## src/rtl/seq_onehot_decoder_pkg.sv

```systemverilog
// seq_decoder_pkg
// Shared types and helpers for the registered one-hot line decoder.
//   state_e      : controller state (IDLE, HOLD)
//   MODE_DIRECT  : hold a single line for dwell+1 cycles
//   MODE_SCAN    : walk upward from the start line to the top line
//   onehot(idx)  : 1 << idx over the widest supported output; callers
//                  size-cast the result down to their own line count
// No ports (package).
package seq_decoder_pkg;

  typedef enum logic {
    IDLE = 1'b0,
    HOLD = 1'b1
  } state_e;

  localparam logic MODE_DIRECT = 1'b0;
  localparam logic MODE_SCAN   = 1'b1;

  // Widest select the helper supports (256 lines).
  localparam int unsigned SEL_W_MAX   = 8;
  localparam int unsigned ONEHOT_W_MAX = 1 << SEL_W_MAX;

  function automatic logic [ONEHOT_W_MAX-1:0] onehot(input logic [SEL_W_MAX-1:0] idx);
    logic [ONEHOT_W_MAX-1:0] v;
    v      = '0;
    v[idx] = 1'b1;
    return v;
  endfunction

endpackage

```

## src/rtl/seq_onehot_decoder_if.sv

```systemverilog
// seq_onehot_decoder_if
// Command channel into the decoder (valid/ready handshake).
//   in_valid  : command present (master -> slave)
//   in_ready  : decoder can accept a command (slave -> master)
//   in_sel    : start/target line index
//   in_mode   : 0 = direct, 1 = scan
//   in_dwell  : hold cycles minus one per line
// Modports: master (command source), slave (decoder).
interface seq_onehot_decoder_if #(
  parameter int SEL_W   = 2,
  parameter int DWELL_W = 4
);

  logic               in_valid;
  logic               in_ready;
  logic [SEL_W-1:0]   in_sel;
  logic               in_mode;
  logic [DWELL_W-1:0] in_dwell;

  modport master (
    output in_valid,
    output in_sel,
    output in_mode,
    output in_dwell,
    input  in_ready
  );

  modport slave (
    input  in_valid,
    input  in_sel,
    input  in_mode,
    input  in_dwell,
    output in_ready
  );

endinterface

```

## src/rtl/seq_onehot_decoder_dwell_counter.sv

```systemverilog
// dwell_counter
// Loadable down-counter that times how long each line stays asserted.
//   clk        : rising-edge clock
//   rst_n      : asynchronous active-low reset (count clears to 0)
//   i_load     : load i_load_val this cycle (wins over i_dec)
//   i_load_val : value to load
//   i_dec      : decrement by one; saturates at zero
//   o_zero     : count is zero (terminal count)
module dwell_counter #(
  parameter int W = 4
) (
  input  logic         clk,
  input  logic         rst_n,
  input  logic         i_load,
  input  logic [W-1:0] i_load_val,
  input  logic         i_dec,
  output logic         o_zero
);

  logic [W-1:0] r_count;

  always_ff @(posedge clk or negedge rst_n) begin
    if (!rst_n) begin
      r_count <= '0;
    end else if (i_load) begin
      r_count <= i_load_val;
    end else if (i_dec && (r_count != '0)) begin
      r_count <= r_count - W'(1);
    end
  end

  assign o_zero = (r_count == '0);

endmodule

```

## src/rtl/seq_onehot_decoder.sv

```systemverilog
// seq_onehot_decoder
// Registered SEL_W -> 2**SEL_W line decoder with direct and scan modes.
// Direct holds line `sel` for dwell+1 cycles; scan walks from `sel` up to
// the top line, dwell+1 cycles per line, with no gap or overlap.
//   clk        : rising-edge clock
//   rst_n      : asynchronous active-low reset
//   cmd        : command channel (slave modport: in_valid/in_ready/in_sel/
//                in_mode/in_dwell)
//   abort      : synchronous cancel of the active command; also blocks
//                acceptance while idle
//   out_onehot : registered line enables
//   busy       : command in progress
//   done       : one-cycle pulse on normal completion (not on abort)
// Build option SEQ_DECODER_ACTIVE_LOW_EN: when defined, out_onehot is
// driven one-cold (idle all ones, active line low). Only the output
// register is affected; all other state and timing are identical.
//
// state | meaning
// IDLE  | no command; in_ready high unless abort; outputs idle
// HOLD  | a line is asserted; dwell counter times the current line
module seq_onehot_decoder
  import seq_decoder_pkg::*;
#(
  parameter int SEL_W   = 2,
  parameter int DWELL_W = 4
) (
  input  logic                  clk,
  input  logic                  rst_n,
  seq_onehot_decoder_if.slave   cmd,
  input  logic                  abort,
  output logic [(2**SEL_W)-1:0] out_onehot,
  output logic                  busy,
  output logic                  done
);

  localparam int N = 2 ** SEL_W;

  state_e             r_state;
  state_e             w_state_nxt;
  logic [SEL_W-1:0]   r_idx;
  logic [SEL_W-1:0]   w_idx_nxt;
  logic               r_mode;
  logic [DWELL_W-1:0] r_dwell;
  logic               r_done;
  logic               w_done_nxt;
  logic [N-1:0]       r_out;
  logic [N-1:0]       w_line_at_idx;
  logic [N-1:0]       w_line_nxt;
  logic               w_accept;
  logic               w_last;
  logic               w_latch;
  logic               w_cnt_load;
  logic               w_cnt_dec;
  logic [DWELL_W-1:0] w_cnt_val;
  logic               w_cnt_zero;

  assign cmd.in_ready = (r_state == IDLE) && !abort;
  assign w_accept     = cmd.in_valid && cmd.in_ready;

  // The top line has an all-ones index; scan ends there like direct does.
  assign w_last = (r_mode == MODE_DIRECT) || (&r_idx);

  dwell_counter #(
    .W (DWELL_W)
  ) u_dwell_counter (
    .clk        (clk),
    .rst_n      (rst_n),
    .i_load     (w_cnt_load),
    .i_load_val (w_cnt_val),
    .i_dec      (w_cnt_dec),
    .o_zero     (w_cnt_zero)
  );

  // State register
  always_ff @(posedge clk or negedge rst_n) begin
    if (!rst_n) begin
      r_state <= IDLE;
    end else begin
      r_state <= w_state_nxt;
    end
  end

  // Next-state logic; abort takes priority over a completing line.
  always_comb begin
    w_state_nxt = r_state;
    case (r_state)
      IDLE: begin
        if (w_accept) begin
          w_state_nxt = HOLD;
        end
      end
      HOLD: begin
        if (abort) begin
          w_state_nxt = IDLE;
        end else if (w_cnt_zero && w_last) begin
          w_state_nxt = IDLE;
        end
      end
      default: w_state_nxt = IDLE;
    endcase
  end

  // Output / datapath control
  always_comb begin
    w_idx_nxt  = r_idx;
    w_done_nxt = 1'b0;
    w_latch    = 1'b0;
    w_cnt_load = 1'b0;
    w_cnt_dec  = 1'b0;
    w_cnt_val  = r_dwell;
    case (r_state)
      IDLE: begin
        if (w_accept) begin
          w_latch    = 1'b1;
          w_idx_nxt  = cmd.in_sel;
          w_cnt_load = 1'b1;
          w_cnt_val  = cmd.in_dwell;
        end
      end
      HOLD: begin
        if (abort) begin
          w_cnt_load = 1'b1;
          w_cnt_val  = '0;
        end else if (w_cnt_zero) begin
          if (w_last) begin
            w_done_nxt = 1'b1;
          end else begin
            w_idx_nxt  = r_idx + SEL_W'(1);
            w_cnt_load = 1'b1;
          end
        end else begin
          w_cnt_dec = 1'b1;
        end
      end
      default: ;
    endcase
  end

  // Line enables are a pure function of next state and index, so at most
  // one line can ever be set.
  assign w_line_at_idx = N'(onehot(SEL_W_MAX'(w_idx_nxt)));
  assign w_line_nxt    = (w_state_nxt == HOLD) ? w_line_at_idx : '0;

  always_ff @(posedge clk or negedge rst_n) begin
    if (!rst_n) begin
      r_idx   <= '0;
      r_mode  <= MODE_DIRECT;
      r_dwell <= '0;
      r_done  <= 1'b0;
`ifdef SEQ_DECODER_ACTIVE_LOW_EN
      r_out   <= '1;
`else
      r_out   <= '0;
`endif
    end else begin
      r_idx  <= w_idx_nxt;
      r_done <= w_done_nxt;
      if (w_latch) begin
        r_mode  <= cmd.in_mode;
        r_dwell <= cmd.in_dwell;
      end
`ifdef SEQ_DECODER_ACTIVE_LOW_EN
      r_out <= ~w_line_nxt;
`else
      r_out <= w_line_nxt;
`endif
    end
  end

  assign out_onehot = r_out;
  assign busy       = (r_state == HOLD);
  assign done       = r_done;

endmodule

```

## src/flat_wrapper.sv

```systemverilog
// flat-port wrapper written by rule: the top's interface ports become plain ports
module seq_onehot_decoder_flat import seq_decoder_pkg::*;
#(
  parameter int SEL_W   = 2,
  parameter int DWELL_W = 4
)
  (clk, rst_n, abort, out_onehot, busy, done, cmd_in_valid, cmd_in_sel, cmd_in_mode, cmd_in_dwell, cmd_in_ready);
  seq_onehot_decoder_if #(.SEL_W(SEL_W), .DWELL_W(DWELL_W)) cmd_i ();
  input  logic clk;
  input  logic rst_n;
  input  logic abort;
  output logic [(2**SEL_W)-1:0] out_onehot;
  output logic busy;
  output logic done;
  input wire logic [$bits(cmd_i.in_valid)-1:0] cmd_in_valid;
  input wire logic [$bits(cmd_i.in_sel)-1:0] cmd_in_sel;
  input wire logic [$bits(cmd_i.in_mode)-1:0] cmd_in_mode;
  input wire logic [$bits(cmd_i.in_dwell)-1:0] cmd_in_dwell;
  output wire logic [$bits(cmd_i.in_ready)-1:0] cmd_in_ready;
  assign cmd_i.in_valid = cmd_in_valid;
  assign cmd_i.in_sel = cmd_in_sel;
  assign cmd_i.in_mode = cmd_in_mode;
  assign cmd_i.in_dwell = cmd_in_dwell;
  assign cmd_in_ready = cmd_i.in_ready;
  seq_onehot_decoder #(.SEL_W(SEL_W), .DWELL_W(DWELL_W)) u_core (.clk(clk), .rst_n(rst_n), .cmd(cmd_i), .abort(abort), .out_onehot(out_onehot), .busy(busy), .done(done));
endmodule
```

## config.mk

```make
export PLATFORM = sky130hd
export DESIGN_NAME = seq_onehot_decoder_flat
export DESIGN_NICKNAME = d
export VERILOG_FILES = /design/src/rtl/seq_onehot_decoder_pkg.sv /design/src/rtl/seq_onehot_decoder_if.sv /design/src/rtl/seq_onehot_decoder_dwell_counter.sv /design/src/rtl/seq_onehot_decoder.sv /design/src/flat_wrapper.sv
export SDC_FILE = /design/constraint.sdc
export NUM_CORES = 1
export LEC_CHECK = 0
export CAP_MARGIN = 25
export CORE_ASPECT_RATIO = 0.9
export CORE_UTILIZATION = 45
export CTS_CLUSTER_SIZE = 10
export DETAILED_ROUTE_END_ITERATION = 12
export GPL_ROUTABILITY_DRIVEN = 1
export PLACE_DENSITY = 0.73
export SYNTH_ARGS = -nofsm -noshare
export SYNTH_HDL_FRONTEND = slang
export SYNTH_SLANG_ARGS = --single-unit
```

## constraint.sdc

```tcl
create_clock -name clk -period 1.7 [get_ports clk]
set_input_delay 0.34 -clock clk [delete_from_list [all_inputs] [get_ports clk]]
set_output_delay 0.34 -clock clk [all_outputs]
set_load 0.01 [all_outputs]
```

## Word level (Yosys, flattened, before mapping)

Index checks and enable logic that the tools add are counted.

- Register bits after elaboration: 17
- Input bits: 11
- Output and inout bits: 7

- $add $sub $neg: 2
- Magnitude comparators: 2
- Multiplexer cells: 29
- Bitwise gates (word level): 2
- Reduce and logical (&&, ||, !) cells: 11

Operators by type and width:

| cell | count |
|---|---|
| $mux 4 | 5 |
| $mux 1 | 15 |
| $lt 2x9->1 const B | 1 |
| $mux 2 | 4 |
| $pmux 4 s2 | 1 |
| $logic_and 1x1->1 | 5 |
| $logic_not 4->1 | 1 |
| $pmux 1 s2 | 2 |
| $pmux 2 s2 | 1 |
| $reduce_bool 4->1 | 1 |
| $sub 4x1->4 const B | 1 |
| $add 2x1->2 const B | 1 |
| $demux 1 s2 | 1 |
| $ge 2x1->1 const B | 1 |
| $not 1->1 | 2 |
| $reduce_and 2->1 | 1 |
| $reduce_bool 2->1 | 1 |
| $logic_not 1->1 | 1 |
| $logic_or 1x1->1 | 1 |

## Depth between registers and ports, before layout

Gate-level depths: netlist of the first run.

- Word-level depth: 11
- Mapped depth: 6
- Mapped depth without buffers: 6

## Modules after synthesis

A second synthesis of the first run with hierarchy kept.

- Cell total of the unflattened synthesis: 98
- Area, all modules: 982.2 um^2

By module, submodules not included:

| module | instances | cells each | area an instance (um^2) |
|---|---|---|---|
| seq_onehot_decoder | 1 | 71 | 711.9 |
| dwell_counter | 1 | 27 | 270.3 |

## Least setup slack after synthesis of the first run

OpenSTA, ideal clock, no wires.

- Path type: reg-to-reg
- From: register u_core.u_dwell_counter.r_count[0]
- To: register u_core.r_out[3], in the netlist u_core.out_onehot[3]
- Library setup time: 0.119 ns
- Data arrival time: 1.513 ns
- Data required time: 1.581 ns
- Path slack: 0.068 ns
- Cell stages (with the launch flop): 7
- Clock period less this slack: 1.632 ns
- Path through: dfrtp_1 > inv_1 > ha_1 > or3b_4 > o31ai_4 > a31oi_4 > and2_1

- Cells in the longest elaborated chain, start to end: 9
- Elaborated cells on any way between the ends: 14

Ends and longest elaborated chain:

| what | line | text |
|---|---|---|
| from (decl) | seq_onehot_decoder_dwell_counter.sv:20 | `logic [W-1:0] r_count;` |
| from (signal assigned) | seq_onehot_decoder_dwell_counter.sv:26 | `r_count <= i_load_val;` |
| from (signal assigned) | seq_onehot_decoder_dwell_counter.sv:28 | `r_count <= r_count - W'(1);` |
| $logic_not 4->1 (*) | seq_onehot_decoder_dwell_counter.sv:32 | `assign o_zero = (r_count == '0);` |
| $mux 2 (*) | seq_onehot_decoder.sv:124 | `end else if (w_cnt_zero) begin` |
| $mux 2 (*) | seq_onehot_decoder.sv:121 | `if (abort) begin` |
| $pmux 2 s2 (*) | seq_onehot_decoder.sv:111 | `case (r_state)` |
| net u_core.w_idx_nxt[1] | seq_onehot_decoder.sv:41 | `logic [SEL_W-1:0] w_idx_nxt;` |
| $lt 2x9->1 (not written as such) / $ge 2x1->1 (equally long branches) | seq_onehot_decoder_pkg.sv:26 | `v[idx] = 1'b1;` |
| $logic_and 1x1->1 (not written as such) | seq_onehot_decoder_pkg.sv:26 |  |
| $mux 1 (not written as such) | seq_onehot_decoder_pkg.sv:26 |  |
| $demux 1 s2 (*) | - |  |
| $mux 4 (*) | seq_onehot_decoder.sv:142 | `assign w_line_nxt = (w_state_nxt == HOLD) ? w_line_at_idx : '0;` |
| net u_core.w_line_nxt[3] | seq_onehot_decoder.sv:48 | `logic [N-1:0] w_line_nxt;` |
| to (signal assigned) | seq_onehot_decoder.sv:165 | `r_out <= w_line_nxt;` |
| to (decl) | seq_onehot_decoder.sv:46 | `logic [N-1:0] r_out;` |

Mark *: on every way through the listed nets, which the timed path passes. The rest lies on a longest branch.
A chain may end at the register's enable or synchronous reset.

## Worst setup path in the final report of the first run

- From: register u_core.u_dwell_counter.r_count[1]
- To: register u_core.r_out[3], in the netlist u_core.out_onehot[3]

Same word-level chain as after synthesis.

==> results by group, run 1 <==
Global route
  • Vias in the first global route: 779
  • GR Overflow Total: 0
  • Global-route wire length before repair: 3381 microns
  • Initial antenna violation count: 0
  • Largest net degree at the start of global routing: 18
  • Gr usage total: 0.2112

Timing
  • Crit path time final: 1735 ps
  • Maximum clock frequency: 576.5 MHz
  • Final Setup Violations: 2
  • RSZ-0062 raised after global routing: true
  • Fin. max-slew vios: 0
  • Max-slew headroom: 0.7321
  • Final Worst Setup Slack: -34.61 ps
  • Post-route clock period utilization: 1.020
  • Worst hold slack: 360.3 ps
  • Final hold violations: 0
  • Final clock skew: 6.034 ps
  • Worst slew pin tran: 401.4 ps

Yosys
  • YS warnings: 0
  • Post-synth top flop: dfrtp_1
  • Synth cell count leaders: dfrtp_1 (17), nand2_1 (11), mux2_2 (6), nor3_1 (5)
  • Most frequent cell after synthesis: dfrtp_1
  • Post-synth EDFFs: 0
  • Synth async-reset ratio: 1.000
  • Synthesized area per cell: 10.49 sq um
  • Yosys top cell by area: dfrtp_1
  • Mapped cell area: 975.9 sq um
  • Seq cells post-synth: 17
  • Mapped Cells: 93
  • Library cells used by synthesis: 36
  • Syn Nets: 107
  • Sequential fraction of the synthesis area: 0.4359
  • Yosys top cell area share: 0.4359
  • Top cells by area, synth: dfrtp_1 (44%), mux2_2 (6.9%), nand2_1 (4.2%), mux2i_1 (4.1%), ha_1 (3.8%)

Finish
  • Synth-to-Final Area Change: 36.92%
  • Nets@finish: 144
  • Design area: 0.001336 sq mm
  • Fillers: 158
  • Layout cells sized above 1: 0.2946
  • Antenna cell count: 0
  • Final Util: 0.6781

Clock network
  • Number of H-tree levels: 1
  • CTS root buffer: clkbuf_4
  • CTS Sinks: 17
  • Worst-path clk slew: 90 ps
  • Clock Latency Late Sink: 300 ps
  • Cts bufs inserted: 3
  • TritonCTS clock tree: built
  • Clk buf depth: 2
  • CTS Hold Buffers Added: 0

Placement
  • GP Congestion: 0.8520
  • Placed cell areas: 0.001255 sq mm
  • Detailed placement HPWL: 1617 microns
  • Port Buffers: 17

Flow run
  • Max-Cap Viols: 0

Setup path
  • Required @ worst endpoint: 1890 ps
  • Worst EP arrival: 1930 ps
  • Setup crit end kind: flip-flop
  • Worst Path Max Fanout: 5
  • Worst Setup Start Kind: flip-flop
  • Setup CP Type: reg2reg

Route
  • DRC Markers: 0
  • Drt first-iter violations: 10
  • Antenna viol nets, final: 0
  • Vias post-DR: 833
  • Vias per Instance: 5.409
  • Avg WL per Cell: 14.23 microns
  • Drt pass-1 iters: 4
  • Total wire length: 2192 microns

Power
  • Sw Share: 0.3663
  • Power per cell area: 1257 mW/mm^2
  • Clock power share: 0.128
  • Net Switching: 0.0006154 W
  • Seq pwr share: 0.380
  • Int Pwr: 0.001064 W
  • Peak supply drop: 0.7135 mV
  • Leakage: 0.5883 nW
  • Logic pwr share: 0.492

Die
  • Full die area: 0.002359 sq mm
  • Initial Util: 0.4952
  • Die Wd: 51.09 microns
  • Die height: 46.18 microns
  • Core area: 0.001971 sq mm
  • Num rows: 15
  • I/O pin count: 18

Run status
  • Status: finished, violations left
  • Failing checks: setup timing

Hold path
  • Worst Hold Class: in2async
## logic make-up (layout without fill, tap and decap cells)
family | count (synthesis) | after routing | synth area share
buffers and inverters | 6 | 42 | 0.03204
xor gates and xnor gates | 2 | 2 | 0.01795
and+or+nand+nor | 37 | 37 | 0.2115
AOI/OAI and AO/OA | 18 | 18 | 0.1539
muxes | 10 | 10 | 0.1103
DFF | 17 | 17 | 0.4359
adders and majority gates | 3 | 3 | 0.03847
## cells in the final DEF, fill, tap and decap left out, types with 2 or more instances in the layout
cell type / count
buf_4: 18
clkdlybuf4s50_1: 16
dfrtp_1: 16
nand2_1: 10
mux2_2: 6
nor3_1: 5
nor2_1: 4
o21ai_0: 4
a22oi_1: 4
mux2i_1: 4
nand2b_1: 3
nor2b_1: 3
clkbuf_4: 3
inv_2: 2
nor4_1: 2
a21oi_1: 2
ha_1: 2
## worst paths after layout
kind	end	slack, ps	start	cells after the start
max	u_core.out_onehot[3]$_DFF_PN0_	-30	u_core.u_dwell_counter.r_count[1]$_DFFE_PN0P_	6
min reg2reg	u_core.r_mode$_DFFE_PN0P_	540	u_core.r_mode$_DFFE_PN0P_	1
max in group asynchronous	u_core.busy$_DFF_PN0_	1130	rst_n	2
max reg2reg	u_core.out_onehot[3]$_DFF_PN0_	-30	u_core.u_dwell_counter.r_count[1]$_DFFE_PN0P_	6
min in group clk	u_core.r_mode$_DFFE_PN0P_	540	u_core.r_mode$_DFFE_PN0P_	1
min	u_core.r_mode$_DFFE_PN0P_	360	rst_n	2
## worst max-delay path, cell delays in order (launching register included)
cell	delay (ps)
dfrtp_1	400
inv_2	80
ha_4	130
or3b_4	410
o31ai_4	290
a31oi_4	140
and2_4	170
## area by class of cell
cell class,instances,area (sq um),share of cell area
timing repair buffer,35,304.0,0.2275
multi-input combinational,70,536.8,0.4017
sequential,17,426.7,0.3193
clock buffer,4,26.28,0.01966
tap,25,31.28,0.02341
inverter,3,11.26,0.008427
## metrics by stage
| step | TNS, ps | total power (W) | std cells | setup WS, ps |
|---|---|---|---|---|
| after floorplan | 0 | 0.001087 | 93 | 67.66 |
| after global placement | -1654 | 0.001341 | 145 | -155.6 |
| after detailed placement | -2485 | 0.001371 | 145 | -238.1 |
| after CTS | -16.32 | 0.001612 | 152 | -16.32 |
| after global routing | -310.8 | 0.001810 | 154 | -110.8 |
| final | -43.99 | 0.001680 | 154 | -34.61 |
## power groups by stage
stage,sequential (W),clock [W],combinational (W)
after CTS,0.000630,0.000223,0.000758
after floorplan,0.000627,0,0.000460
after global routing,0.000655,0.000247,0.000907
final,0.000638,0.000216,0.000826
after detailed placement,0.000649,0,0.000721
after global placement,0.000647,0,0.000694
## registers in the layout, indices dropped and copies added, names as in the netlist
name and flops:
u_core.r_mode 1, u_core.u_dwell_counter.r_count 4, u_core.done 1, u_core.out_onehot 4
u_core.busy 1, u_core.r_dwell 4, u_core.r_idx 2
## metal layers
metal | track usage | vias to the layer above | wire, microns
met1 | 0.2236 | 389 | 887
li1 | - | 409 | -
met4 | 0.1056 | 0 | 38
met2 | 0.3789 | 30 | 1150
met5 | 0 | - | 0
met3 | 0.07261 | 5 | 116
## what timing repair did
| action | CTS | global route |
|---|---|---|
| setup endpoints to repair | 4 | 8 |
| buffers inserted | 3 | 2 |
| gates resized for setup | 3 | 5 |
| pin swaps | 0 | 4 |
(Power assumes the default switching activity.)
==> inputs of run 2 (changes only) <==
--- a/config.mk
+++ b/config.mk
@@ -7,11 +7,13 @@
 export LEC_CHECK = 0
 export CAP_MARGIN = 25
 export CORE_ASPECT_RATIO = 0.9
+export CORE_MARGIN = 10
 export CORE_UTILIZATION = 45
 export CTS_CLUSTER_SIZE = 10
 export DETAILED_ROUTE_END_ITERATION = 12
 export GPL_ROUTABILITY_DRIVEN = 1
 export PLACE_DENSITY = 0.73
+export SKIP_LAST_GASP = 1
 export SYNTH_ARGS = -nofsm -noshare
 export SYNTH_HDL_FRONTEND = slang
 export SYNTH_SLANG_ARGS = --single-unit
==> results by group, run 2 (same netlist as run 1, synthesis figures left out) <==
Run status
  • Status: finished, violations left
  • Failing checks: setup timing

Timing
  • Worst hold slack: 344.2 ps (-16.09 ps)
  • Post-route clock period utilization: 1.028 (+0.007720)
  • Final hold violations: 0 (unchanged)
  • Maximum clock frequency: 572.2 MHz (-0.75%)
  • RSZ-0062 raised after global routing: true
  • Crit path time final: 1748 ps (+13.12 ps)
  • Final clock skew: 12.44 ps (+6.401 ps)
  • Final Worst Setup Slack: -47.74 ps (-13.12 ps)
  • Final Setup Violations: 2 (unchanged)
  • Max-slew headroom: 0.7102 (-0.02189)
  • Worst slew pin tran: 430.7 ps (+29.29 ps)
  • Fin. max-slew vios: 0 (unchanged)

Power
  • Power per cell area: 1254 mW/mm^2 (-0.21%)
  • Final Power: 0.001679 W (about the same)
  • Sw Share: 0.3758 (+0.009428)
  • Seq pwr share: 0.384 (+0.004)
  • Net Switching: 0.0006311 W (+2.6%)
  • Leakage: 0.5880 nW (about the same)
  • Int Pwr: 0.001048 W (-1.5%)
  • Logic pwr share: 0.484 (-0.008)
  • Clock power share: 0.132 (+0.004)
  • Peak supply drop: 0.8737 mV (+22%)

Setup path
  • CP bufs+invs: 1 (unchanged)
  • Worst Path Max Fanout: 5 (unchanged)
  • Setup CP Type: reg2reg
  • FF-to-FF path depth: 6 (unchanged)
  • Worst EP arrival: 1940 ps (about the same)
  • CP Cell Sequence: inv_2 -> ha_4 -> or3b_4 -> o31ai_4 -> a31oi_4 -> and2_1
  • Required @ worst endpoint: 1890 ps (about the same)
  • Crit Reg-Reg Startpoint: u_core.u_dwell_counter.r_count[1]$_DFFE_PN0P_
  • Worst Setup Start Kind: flip-flop
  • Slowest-stage cell, CP: or3b_4
  • Crit-path leading delay family: simple AND/OR/NAND/NOR gates
  • R2r setup slk: -50 ps (about the same)
  • CP Depth: 6 (unchanged)
  • Worst r2r dst: u_core.out_onehot[3]$_DFF_PN0_
  • Setup crit end kind: flip-flop
  • Slowest cell delay on critical path: 410 ps (about the same)

Clock network
  • CTS Hold Buffers Added: 0 (unchanged)
  • Number of H-tree levels: 1 (unchanged)
  • TritonCTS clock tree: built
  • Clock Latency Late Sink: 300 ps (about the same)
  • Cts bufs inserted: 3 (unchanged)
  • CTS Sinks: 17 (unchanged)
  • Worst-path clk slew: 100 ps (about the same)
  • CTS root buffer: clkbuf_4
  • Clk buf depth: 2 (unchanged)

Placement
  • # placed instances: 147 (+1.4%)
  • Port Buffers: 17 (unchanged)
  • GP Congestion: 0.9255 (+8.6%)
  • Detailed placement HPWL: 1843 microns (+14%)
  • Dpl ws: -225.1 ps (+12.98 ps)

Finish
  • Antenna cell count: 0 (unchanged)
  • Final Util: 0.6730 (-0.005139)
  • Nets@finish: 144 (unchanged)
  • Layout cells sized above 1: 0.2868 (-0.007752)
  • Most common cell after layout, fill and taps aside: buf_4
  • Most frequent cells in the layout: buf_4 (18), dfrtp_1 (17), clkdlybuf4s50_1 (16)
  • Synth-to-Final Area Change: 37.18%
  • Final non-filler cell total: 154 (unchanged)

Global route
  • Initial antenna violation count: 0 (unchanged)
  • Global-route wire length before repair: 3981 microns (+18%)
  • GR Overflow Total: 0 (unchanged)
  • Gr usage total: 0.1077 (-0.1035)
  • Vias in the first global route: 882 (+13%)
  • Largest net degree at the start of global routing: 18 (unchanged)

Route
  • Total wire length: 2377 microns (+8.4%)
  • Avg WL per Cell: 15.44 microns (+8.4%)
  • Antenna viol nets, final: 0 (unchanged)
  • DRC Markers: 0 (unchanged)
  • Vias post-DR: 849 (+1.9%)
  • Vias per Instance: 5.513 (+1.9%)
  • Drt pass-1 iters: 4 (unchanged)
  • Drt first-iter violations: 22 (+12)

Die
  • Die Wd: 69.09 microns (+35%)
  • Core area: 0.001989 sq mm (+0.95%)
  • I/O pin count: 18 (unchanged)
  • Full die area: 0.004434 sq mm (+88%)
  • Initial Util: 0.4906 (-0.004672)
  • Num rows: 15 (unchanged)
  • Die height: 64.18 microns (+39%)

Hold path
  • Worst Hold Class: in2async

Flow run
  • Max-Cap Viols: 0 (unchanged)
==> run 2: cell counts in the layout (fill, tap and decap cells not counted) <==
No cell type changed its count.
==> run 2: repair_timing <==
action | 4_1_cts | 5_1_grt
gates cloned | 0 | 0
pin swaps | 0 | 4
setup buffers | 0 | 3
gates resized for setup | 2 | 5
setup endpoints to repair | 4 | 9
==> run 2: power by group through the flow <==
stage / clock network, W / logic, W / registers [W]
floorplan: 0 / 0.000460 / 0.000627
global placement: 0 / 0.000706 / 0.000638
detailed placement: 0 / 0.000733 / 0.000645
CTS: 0.000226 / 0.000737 / 0.000639
global route: 0.000240 / 0.000905 / 0.000663
finish: 0.000221 / 0.000814 / 0.000645
==> run 2: cell type report <==
type,instances,area [sq um]
well taps,25,31.28
multi-input cells,70,540.5
repair buffers,35,304.0
clock buffers,4,26.28
inverters,3,11.26
flip-flops and latches,17,425.4
fillers,174,650.6
==> run 2: worst reg2reg max path: cells and delay by family (launching register included) <==
kind	cells	cell delay, ps
AND/OR/NAND/NOR	2	580
AO/OA/AOI/OAI	2	420
flip-flops	1	400
adder cells (fa/ha/maj)	1	120
buffers and inverters	1	90
==> run 2: per-stage QoR <==
step,TNS [ps],instance area [sq um]
6_report,-66.38,1339
5_1_grt,-320.9,1339
4_1_cts,-53.67,1301
3_5_place_dp,-2361,1270
3_3_place_gp,-1545,1270
2_1_floorplan,0,975.9
==> run 2: routing by layer <==
layer	track usage	share of wire	vias up	wire, microns
met5	0	0	-	0
met1	0.1127	0.41	398	969
li1	-	-	408	-
met2	0.1872	0.50	37	1187
met4	0.04523	0.016	0	39
met3	0.04475	0.076	6	180
==> run 2: worst max path at each step <==
stage | startpoint | to | slack (ps)
5_1_grt | u_core.u_dwell_counter.r_count[1]$_DFFE_PN0P_ | u_core.out_onehot[3]$_DFF_PN0_ | -100
3_3_place_gp | abort | cmd_in_ready | -170
3_5_place_dp | abort | u_core.out_onehot[3]$_DFF_PN0_ | -230
4_1_cts | u_core.u_dwell_counter.r_count[1]$_DFFE_PN0P_ | u_core.out_onehot[3]$_DFF_PN0_ | -30
6_report | u_core.u_dwell_counter.r_count[1]$_DFFE_PN0P_ | u_core.out_onehot[3]$_DFF_PN0_ | -50
2_1_floorplan | u_core.u_dwell_counter.r_count[0]$_DFFE_PN0P_ | u_core.out_onehot[3]$_DFF_PN0_ | 70
